File: src/rtl/fp_pkg.sv
// Shared single-precision definitions for the FP adder datapath: field widths,
// packed word layout, normalizer states and the field packing helper.
package fp_pkg;

  localparam int EXP_W    = 8;
  localparam int MAN_W    = 23;
  localparam int EXP_BIAS = 127;
  localparam int EXP_MAX  = 255;

  typedef struct packed {
    logic             sign;
    logic [EXP_W-1:0] exponent;
    logic [MAN_W-1:0] mantissa;
  } fp32_t;

  typedef enum logic [1:0] {
    IDLE = 2'd0,
    NORM = 2'd1,
    DONE = 2'd2
  } norm_state_t;

  function automatic fp32_t pack_fp(input logic             sign,
                                    input logic [EXP_W-1:0] exponent,
                                    input logic [MAN_W-1:0] mantissa);
    fp32_t word;
    word.sign     = sign;
    word.exponent = exponent;
    word.mantissa = mantissa;
    return word;
  endfunction

endpackage

File: src/rtl/fp_normalize_pack.sv
// FP adder back end: normalizes the aligned mantissa sum one left shift per
// cycle, then packs sign/exponent/mantissa into a single-precision word.
module fp_normalize_pack #(
  parameter int EXP_W = 8,
  parameter int MAN_W = 23
) (
  input  logic             clk,
  input  logic             reset,
  input  logic             inValid,
  output logic             inReady,
  input  logic             signIn,
  input  logic [EXP_W-1:0] exponentIn,
  input  logic [MAN_W+1:0] sumMantissa,
  output logic             outValid,
  input  logic             outReady,
  output logic [31:0]      Result,
  output logic             overflow,
  output logic             underflow
);

  import fp_pkg::*;

  // One spare exponent bit keeps the +1/-1 steps free of wrap-around.
  localparam logic [EXP_W:0] EXP_TOP    = {1'b0, {EXP_W{1'b1}}};
  localparam logic [EXP_W:0] EXP_TOP_M1 = {1'b0, {(EXP_W-1){1'b1}}, 1'b0};
  localparam logic [EXP_W:0] EXP_ONE    = {{EXP_W{1'b0}}, 1'b1};

  norm_state_t      state_q, state_d;
  logic             sign_q, sign_d;
  logic [EXP_W:0]   exp_q, exp_d;
  logic [MAN_W+1:0] sum_q, sum_d;
  fp32_t            result_q, result_d;
  logic             overflow_q, overflow_d;
  logic             underflow_q, underflow_d;
  logic             outValid_q, outValid_d;

  assign inReady   = (state_q == IDLE) && !reset;
  assign outValid  = outValid_q;
  assign Result    = result_q;
  assign overflow  = overflow_q;
  assign underflow = underflow_q;

  always_ff @(posedge clk) begin
    if (reset) begin
      state_q     <= IDLE;
      sign_q      <= 1'b0;
      exp_q       <= '0;
      sum_q       <= '0;
      result_q    <= '0;
      overflow_q  <= 1'b0;
      underflow_q <= 1'b0;
      outValid_q  <= 1'b0;
    end else begin
      state_q     <= state_d;
      sign_q      <= sign_d;
      exp_q       <= exp_d;
      sum_q       <= sum_d;
      result_q    <= result_d;
      overflow_q  <= overflow_d;
      underflow_q <= underflow_d;
      outValid_q  <= outValid_d;
    end
  end

  // NORM rules are ordered: special exponent, zero, carry, normalized, denormal, shift.
  always_comb begin
    state_d     = state_q;
    sign_d      = sign_q;
    exp_d       = exp_q;
    sum_d       = sum_q;
    result_d    = result_q;
    overflow_d  = overflow_q;
    underflow_d = underflow_q;
    outValid_d  = outValid_q;

    unique case (state_q)
      IDLE: begin
        if (inValid && inReady) begin
          sign_d  = signIn;
          exp_d   = {1'b0, exponentIn};
          sum_d   = sumMantissa;
          state_d = NORM;
        end
      end

      NORM: begin
        overflow_d  = 1'b0;
        underflow_d = 1'b0;
        if (exp_q == EXP_TOP) begin
          result_d = pack_fp(sign_q, '1, sum_q[MAN_W-1:0]);
          state_d  = DONE;
        end else if (sum_q == '0) begin
          result_d = pack_fp(sign_q, '0, '0);
          state_d  = DONE;
        end else if (sum_q[MAN_W+1]) begin
          if (exp_q == EXP_TOP_M1) begin
            result_d   = pack_fp(sign_q, '1, '0);
            overflow_d = 1'b1;
          end else begin
            result_d = pack_fp(sign_q, exp_q[EXP_W-1:0] + 1'b1, sum_q[MAN_W:1]);
          end
          state_d = DONE;
        end else if (sum_q[MAN_W]) begin
          result_d = pack_fp(sign_q, exp_q[EXP_W-1:0], sum_q[MAN_W-1:0]);
          state_d  = DONE;
        end else if (exp_q <= EXP_ONE) begin
          result_d    = pack_fp(sign_q, '0, sum_q[MAN_W-1:0]);
          underflow_d = 1'b1;
          state_d     = DONE;
        end else begin
          sum_d = sum_q << 1;
          exp_d = exp_q - 1'b1;
        end
      end

      DONE: begin
        // outValid rises one cycle after entering DONE, then waits for the consumer.
        if (outValid_q && outReady) begin
          outValid_d = 1'b0;
          state_d    = IDLE;
        end else begin
          outValid_d = 1'b1;
        end
      end

      default: begin
        state_d    = IDLE;
        outValid_d = 1'b0;
      end
    endcase
  end

endmodule

File: config.mk
export PLATFORM = sky130hd
export DESIGN_NAME = fp_normalize_pack
export DESIGN_NICKNAME = d
export VERILOG_FILES = /design/src/rtl/fp_pkg.sv /design/src/rtl/fp_normalize_pack.sv
export SDC_FILE = /design/constraint.sdc
export NUM_CORES = 1
export LEC_CHECK = 0
export ABC_AREA = 1
export CORE_UTILIZATION = 55
export CTS_CLUSTER_SIZE = 30
export DETAILED_ROUTE_END_ITERATION = 7
export PLACE_DENSITY = 0.9
export SLEW_MARGIN = 25
export SYNTH_ARGS = -nofsm -noshare
export SYNTH_HDL_FRONTEND = slang
export SYNTH_SLANG_ARGS = --single-unit
export TNS_END_PERCENT = 1
File: constraint.sdc
create_clock -name clk -period 2.7 [get_ports clk]
set_input_delay 0.54 -clock clk [delete_from_list [all_inputs] [get_ports clk]]
set_output_delay 0.54 -clock clk [all_outputs]
set_load 0.02 [all_outputs]
### Yosys cells after proc, flatten, opt, wreduce, memory -nomap -nowiden

Index checks and enable logic that the tools add are counted.

| storage, ports and cells | value |
|---|---|
| register bits after elaboration | 72 |
| latch bits | 0 |
| RAM bits | 0 |
| ROM bits | 0 |
| input bits | 38 |
| output and inout port bits | 36 |
| logic and storage cells | 81 |
| memories kept | 0 |

| operators by class | value |
|---|---|
| add/sub/neg operators | 2 |
| multiply operators | 0 |
| divide/modulo/power cells | 0 |
| magnitude comparators | 1 |
| equality and inequality tests | 12 |
| shifts and indexed selects | 0 |
| mux-type cells | 39 |
| bitwise logic cells | 0 |
| reduce and logical (&&, ||, !) cells | 15 |

Operators by type and width:

| cell | count |
|---|---|
| $mux 32 | 5 |
| $mux 25 | 4 |
| $mux 9 | 6 |
| $pmux 25 s2 | 1 |
| $mux 24 | 2 |
| $mux 31 | 1 |
| $logic_not 25->1 | 1 |
| $eq 9x8->1 const B | 2 |
| $pmux 9 s2 | 1 |
| $mux 2 | 7 |
| $ne 2x2->1 const B | 6 |
| $mux 1 | 10 |
| $le 9x1->1 const B | 1 |
| $sub 9x1->9 const B | 1 |
| $add 8x1->8 const B | 1 |
| $reduce_and 7->1 | 1 |
| $ne 6x6->1 const B | 1 |
| $pmux 2 s3 | 1 |
| $reduce_and 5->1 | 1 |
| $reduce_bool 5->1 | 1 |
| $reduce_and 2->1 | 2 |
| $reduce_and 4->1 | 1 |
| $logic_and 1x1->1 | 3 |
| $reduce_and 3->1 | 1 |
| 8 further kinds | 8 |

### Longest topological paths before layout

| logic depth | value |
|---|---|
| depth in word-level cells | 7 |
| depth in mapped cells | 14 |
| mapped depth without buffers | 12 |

### Worst setup path before layout

Ideal clock, no wire load.

| timing path | value |
|---|---|
| path kind | input to register |
| from | input reset |
| to | register sum_q[12] |
| library setup time | 0.115 ns |
| arrival time | 1.755 ns |
| data required time | 2.585 ns |
| path slack | 0.830 ns |
| stages | 10 |
| path buffers | 2 |
| cells stage by stage | buf_2 > nor3_4 > nand2_1 > o21ai_1 > o21ai_2 > inv_2 > buf_4 > nand3_2 > nand2_1 > nor2_1 |

| between the ends | value |
|---|---|
| word-level cells in the longest chain between the ends | 5 |

Ends and longest elaborated chain:

| element | line | RTL |
|---|---|---|
| start, declared | fp_normalize_pack.sv:8 | `input logic reset,` |
| $logic_not 1->1 | fp_normalize_pack.sv:37 | `assign inReady = (state_q == IDLE) && !reset;` |
| $logic_and 1x1->1 | fp_normalize_pack.sv:37 |  |
| named net inReady | fp_normalize_pack.sv:10 | `output logic inReady,` |
| $logic_and 1x1->1 | fp_normalize_pack.sv:78 | `if (inValid && inReady) begin` |
| $ne 2x1->1 (no source line) | - |  |
| $reduce_and 7->1 (no source line) | - |  |
| end signal, assigned | fp_normalize_pack.sv:57 | `sum_q <= sum_d;` |
| end, declared | fp_normalize_pack.sv:31 | `logic [MAN_W+1:0] sum_q, sum_d;` |

The timed path passes the listed nets, and every way through them passes these cells.
A chain may end at the register's enable or synchronous reset.

### Worst setup path after layout

| timing path | value |
|---|---|
| from | input reset |
| to | output inReady |

| between the ends | value |
|---|---|
| word-level cells in the longest chain between the ends | 2 |

Ends and longest elaborated chain:

| element | line |
|---|---|
| $logic_not 1->1 | fp_normalize_pack.sv:37 |
| $logic_and 1x1->1 | fp_normalize_pack.sv:37 |
| end, declared | fp_normalize_pack.sv:10 |

No other way between the ends.

==> reports/summary.md <==
In this run the power spent charging and discharging nets is 1410 µW. The number of levels the H-tree was split into was 3; the clock latency at the later pin of the worst-skew pair was 0.35 ns. The via count of the first global-routing pass is 4374.

The final cell utilization of the core came out at 0.704. The detailed-route wire length is 12000 µm. The final period utilization is 0.866, and the data arrival time of the worst path is 1.80 ns.

In this run, synthesis inferred 0 flip-flops with an integrated enable. The async set or reset register ratio after synthesis is 0. In this run the top signal layer used is met4. After synthesis the netlist holds a flip-flop and latch count of 72. VDD sags by at most 0.377 mV. The sequential cell fraction of total power was 0.346. The tightest min-delay check is of the reg -> reg type. The share of post-route cells with drive strength above 1 was 0.0753. With fillers left out, the area of the finished cells amounts to 0.00555 mm². STA classifies the critical path endpoint as an output port. Ranked by total cell area, the synthesized netlist is headed by sky130_fd_sc_hd__dfxtp_1 32%, sky130_fd_sc_hd__nand2_1 18%, sky130_fd_sc_hd__nor2_1 9.0%.

For the total setup buffers inserted after CTS, the log shows 0. The most used flip-flop cell after synthesis is sky130_fd_sc_hd__dfxtp_1. For this run, the post-layout net count is 834. The xor and xnor fraction of the mapped netlist area works out to 0.00959.

The total overflow left after global routing is 0. The placed wire-length estimate after detailed placement is 7860 µm. The total met3 wirelength after detailed routing is 921 µm, and the highest net fanout along the worst path is 3. The tools report the final-report hold violation count as 0. Derived from the worst setup path, the maximum achievable clock frequency is 428 MHz. Wire length the detailed router placed on met1: 5350 µm. The floorplan step set the die height to 93.1 µm. 0 antenna diodes ended up in the layout. The tools report the initial core utilization as 0.579.

The number of cells produced by synthesis was 745. Summed over all failing endpoints, the final setup total negative slack is 0 ns. The simple-gate area share of the yosys netlist is 0.394. The net switching share of the total power came out at 0.366. The via density per instance is 5.45.

The share of the synthesized area in compound gates (AO/OA/AOI/OAI) came out at 0.146. The tool flagged a number of max-cap violations equal to 0. The most frequent cell after synthesis is sky130_fd_sc_hd__nand2_1. The region available for standard cell placement spans 0.00789 mm².

The shortest period the worst path allows is 2.34 ns. Counting instances in the post-synthesis netlist gives the leading cell types as 225 x sky130_fd_sc_hd__nand2_1, 109 x sky130_fd_sc_hd__nor2_1, 72 x sky130_fd_sc_hd__dfxtp_1. Gates resized during post-CTS repair numbered 0.

The run gives 0.316 as the sequential share of the synthesized area. In this run the cell area of the synthesized design comes to 0.00457 mm². Count of port buffers added during placement: 73. The area share of the largest cell type after synthesis is 0.316.

The first global-routing pass estimated 20000 µm of wire. The clock skew after layout is 0.0113 ns, and the largest net degree at the start of global routing is 58. After detailed routing, the average wire length per cell comes to 13.4 µm.

Buffer type at the clock tree root: sky130_fd_sc_hd__clkbuf_8. Largest family of logic cells by synthesized area: simple AND/OR/NAND/NOR gates. The run gives 4897 as the routed via count. The flow ran to the end, and the final reports show no timing, DRC or antenna violations. The fraction of power consumed by combinational cells came out at 0.363. Fill cells in the final layout number 673.

The final-report max-slew violation count came out at 0. The worst setup path is of the in -> out kind. The number of nets handed over by synthesis was 787. The actual slew at the worst max-slew pin is 0.388 ns, and the leakage component of the power is 0.00259 µW.

The mean cell area of the mapped netlist works out to 6.13 µm². The initial antenna violation count was 0; the total track usage was 0.286. The post-synthesis share of cell area spent on full adders, half adders and majority gates came out at 0.0110. The overall die width is 93.1 µm. Once detail routing completed, the nets flagged for antenna violations numbered 0. The logs give 0.00529 mm² for the placed standard-cell area and 0.00867 mm² for the area of the die. Setup violations remaining at the end of the flow were counted as 0. The clock slew at the register clock pins of the worst setup and hold paths was 0.08 ns; the required time of the worst setup path was 2.16 ns.

The maximum clock insertion buffer count is 2, and the number of DRC markers after the initial detailed-route iteration is 489. The relative slew slack came out at 0.741. Counting the buffers created by CTS gives 9.

Proportion of synthesized area in mux cells: 0. The internal power consumption was 2440 µW. For this run, design rule violations remaining after detail routing come to 0. STA classifies the critical path startpoint as an input pin. The logs give 5600 µm for the met2 wirelength from detailed routing and 0.292 for the clock network fraction of total power. The synthesized design spends more area on one cell type than any other, namely sky130_fd_sc_hd__dfxtp_1. The distinct cell type count after synthesis was 31. For this design, the CTS-stage hold fixing added 0 buffers. Power density of the placed cells: 692 mW/mm². In this run the count of I/O pins placed on the die edge is 74. The count of clock tree sinks came out at 72. TritonCTS built the clock tree. The routability congestion estimate from global placement was 0.841. Setup repair after global routing left no endpoint under its margin. For this run, the number of Yosys warnings is 0. The count of TritonRoute iterations in the first routing pass was 6. Row generation in the floorplan step produced 32 rows. Compared with the post-synthesis result, the final layout area differs by 21.6%.
==> through the flow <==
stage	power (µW)	instances	worst slack [ns]	hold WS, ns
4_1_cts	3820	899	0.355	0.463
3_3_place_gp	2670	883	0.375	0.442
5_1_grt	4070	899	0.200	0.500
6_report	3840	899	0.361	0.464
3_5_place_dp	2710	883	0.370	0.452
2_1_floorplan	2310	745	0.830	0.430
==> state kept, by name, summed over array words and instances, names as in the netlist <==
signal / flops
overflow: 1
outValid: 1
exp_q: 9
sign_q: 1
underflow: 1
sum_q: 25
state_q: 2
Result: 32
==> placed cells by master (no fill, tap or decap) <==
| cell | count |
|---|---|
| sky130_fd_sc_hd__nand2_1 | 224 |
| sky130_fd_sc_hd__nor2_1 | 109 |
| sky130_fd_sc_hd__clkdlybuf4s50_1 | 73 |
| sky130_fd_sc_hd__dfxtp_1 | 72 |
| sky130_fd_sc_hd__inv_1 | 69 |
| sky130_fd_sc_hd__a21oi_1 | 42 |
| sky130_fd_sc_hd__nand3_1 | 39 |
| sky130_fd_sc_hd__nor3_1 | 25 |
| sky130_fd_sc_hd__o21ai_0 | 23 |
| sky130_fd_sc_hd__a22oi_1 | 22 |
| sky130_fd_sc_hd__o22ai_1 | 22 |
| sky130_fd_sc_hd__clkbuf_8 | 12 |
| sky130_fd_sc_hd__nand3_2 | 11 |
| sky130_fd_sc_hd__buf_4 | 11 |
| sky130_fd_sc_hd__inv_2 | 6 |
| sky130_fd_sc_hd__nand2_2 | 5 |
| sky130_fd_sc_hd__xor2_1 | 5 |
| sky130_fd_sc_hd__nand4_1 | 4 |
| sky130_fd_sc_hd__ha_1 | 4 |
| sky130_fd_sc_hd__bufinv_16 | 3 |
| sky130_fd_sc_hd__buf_12 | 3 |
| sky130_fd_sc_hd__nor2_2 | 2 |
| sky130_fd_sc_hd__o21ai_1 | 2 |
| sky130_fd_sc_hd__nor3_4 | 1 |
| sky130_fd_sc_hd__clkinv_2 | 1 |
| sky130_fd_sc_hd__nand2_4 | 1 |
| sky130_fd_sc_hd__nor2_4 | 1 |
| sky130_fd_sc_hd__o21ai_2 | 1 |
| sky130_fd_sc_hd__a22o_1 | 1 |
| sky130_fd_sc_hd__nand4_2 | 1 |
| sky130_fd_sc_hd__a211o_1 | 1 |
| sky130_fd_sc_hd__clkinv_4 | 1 |
==> final cells by class <==
type / count / area [µm²] / area share
Sequential cell: 72 / 1440 / 0.260
Tap cell: 102 / 128 / 0.0230
Clock buffer: 12 / 165 / 0.0297
Multi-Input combinational cell: 546 / 2560 / 0.461
Timing Repair Buffer: 87 / 873 / 0.157
Inverter: 76 / 287 / 0.0516
Clock inverter: 4 / 98.8 / 0.0178
==> worst paths after layout <==
path / from / depth (start not counted) / slack (ns) / endpoint
worst max-delay path: reset / 3 / 0.36 / inReady
worst min-delay path: sign_q / 2 / 0.46 / sign_q
worst max register to register: exp_q[1] / 11 / 0.37 / Result[24]
worst min register to register: sign_q / 2 / 0.46 / sign_q
==> worst max-delay path, cell delays in order <==
cell and delay (ns):
sky130_fd_sc_hd__clkdlybuf4s50_1 0.46, sky130_fd_sc_hd__nor3_4 0.17, sky130_fd_sc_hd__clkdlybuf4s50_1 0.63
==> layer usage <==
| layer | GRT usage | up-vias |
|---|---|---|
| li1 | - | 2473 |
| met1 | 0.384 | 2180 |
| met2 | 0.468 | 231 |
| met3 | 0.0382 | 13 |
| met4 | 0.100 | 0 |
| met5 | 0 | - |
==> power by group through the flow <==
stage	Clock, µW	Sequential [µW]	Combinational (µW)
finish	1120	1330	1400
detailed placement	0	1350	1360
global placement	0	1340	1330
CTS	1120	1330	1370
global route	1170	1350	1550
floorplan	0	1400	913
==> cells by family after synthesis <==
kind of cell / Yosys count
and+or+nand+nor: 423
DFF: 72
adders and majority gates: 4
buffers and inverters: 127
xor gates and xnor gates: 5
AOI/OAI and AO/OA: 114
(Power assumes the default switching activity.)
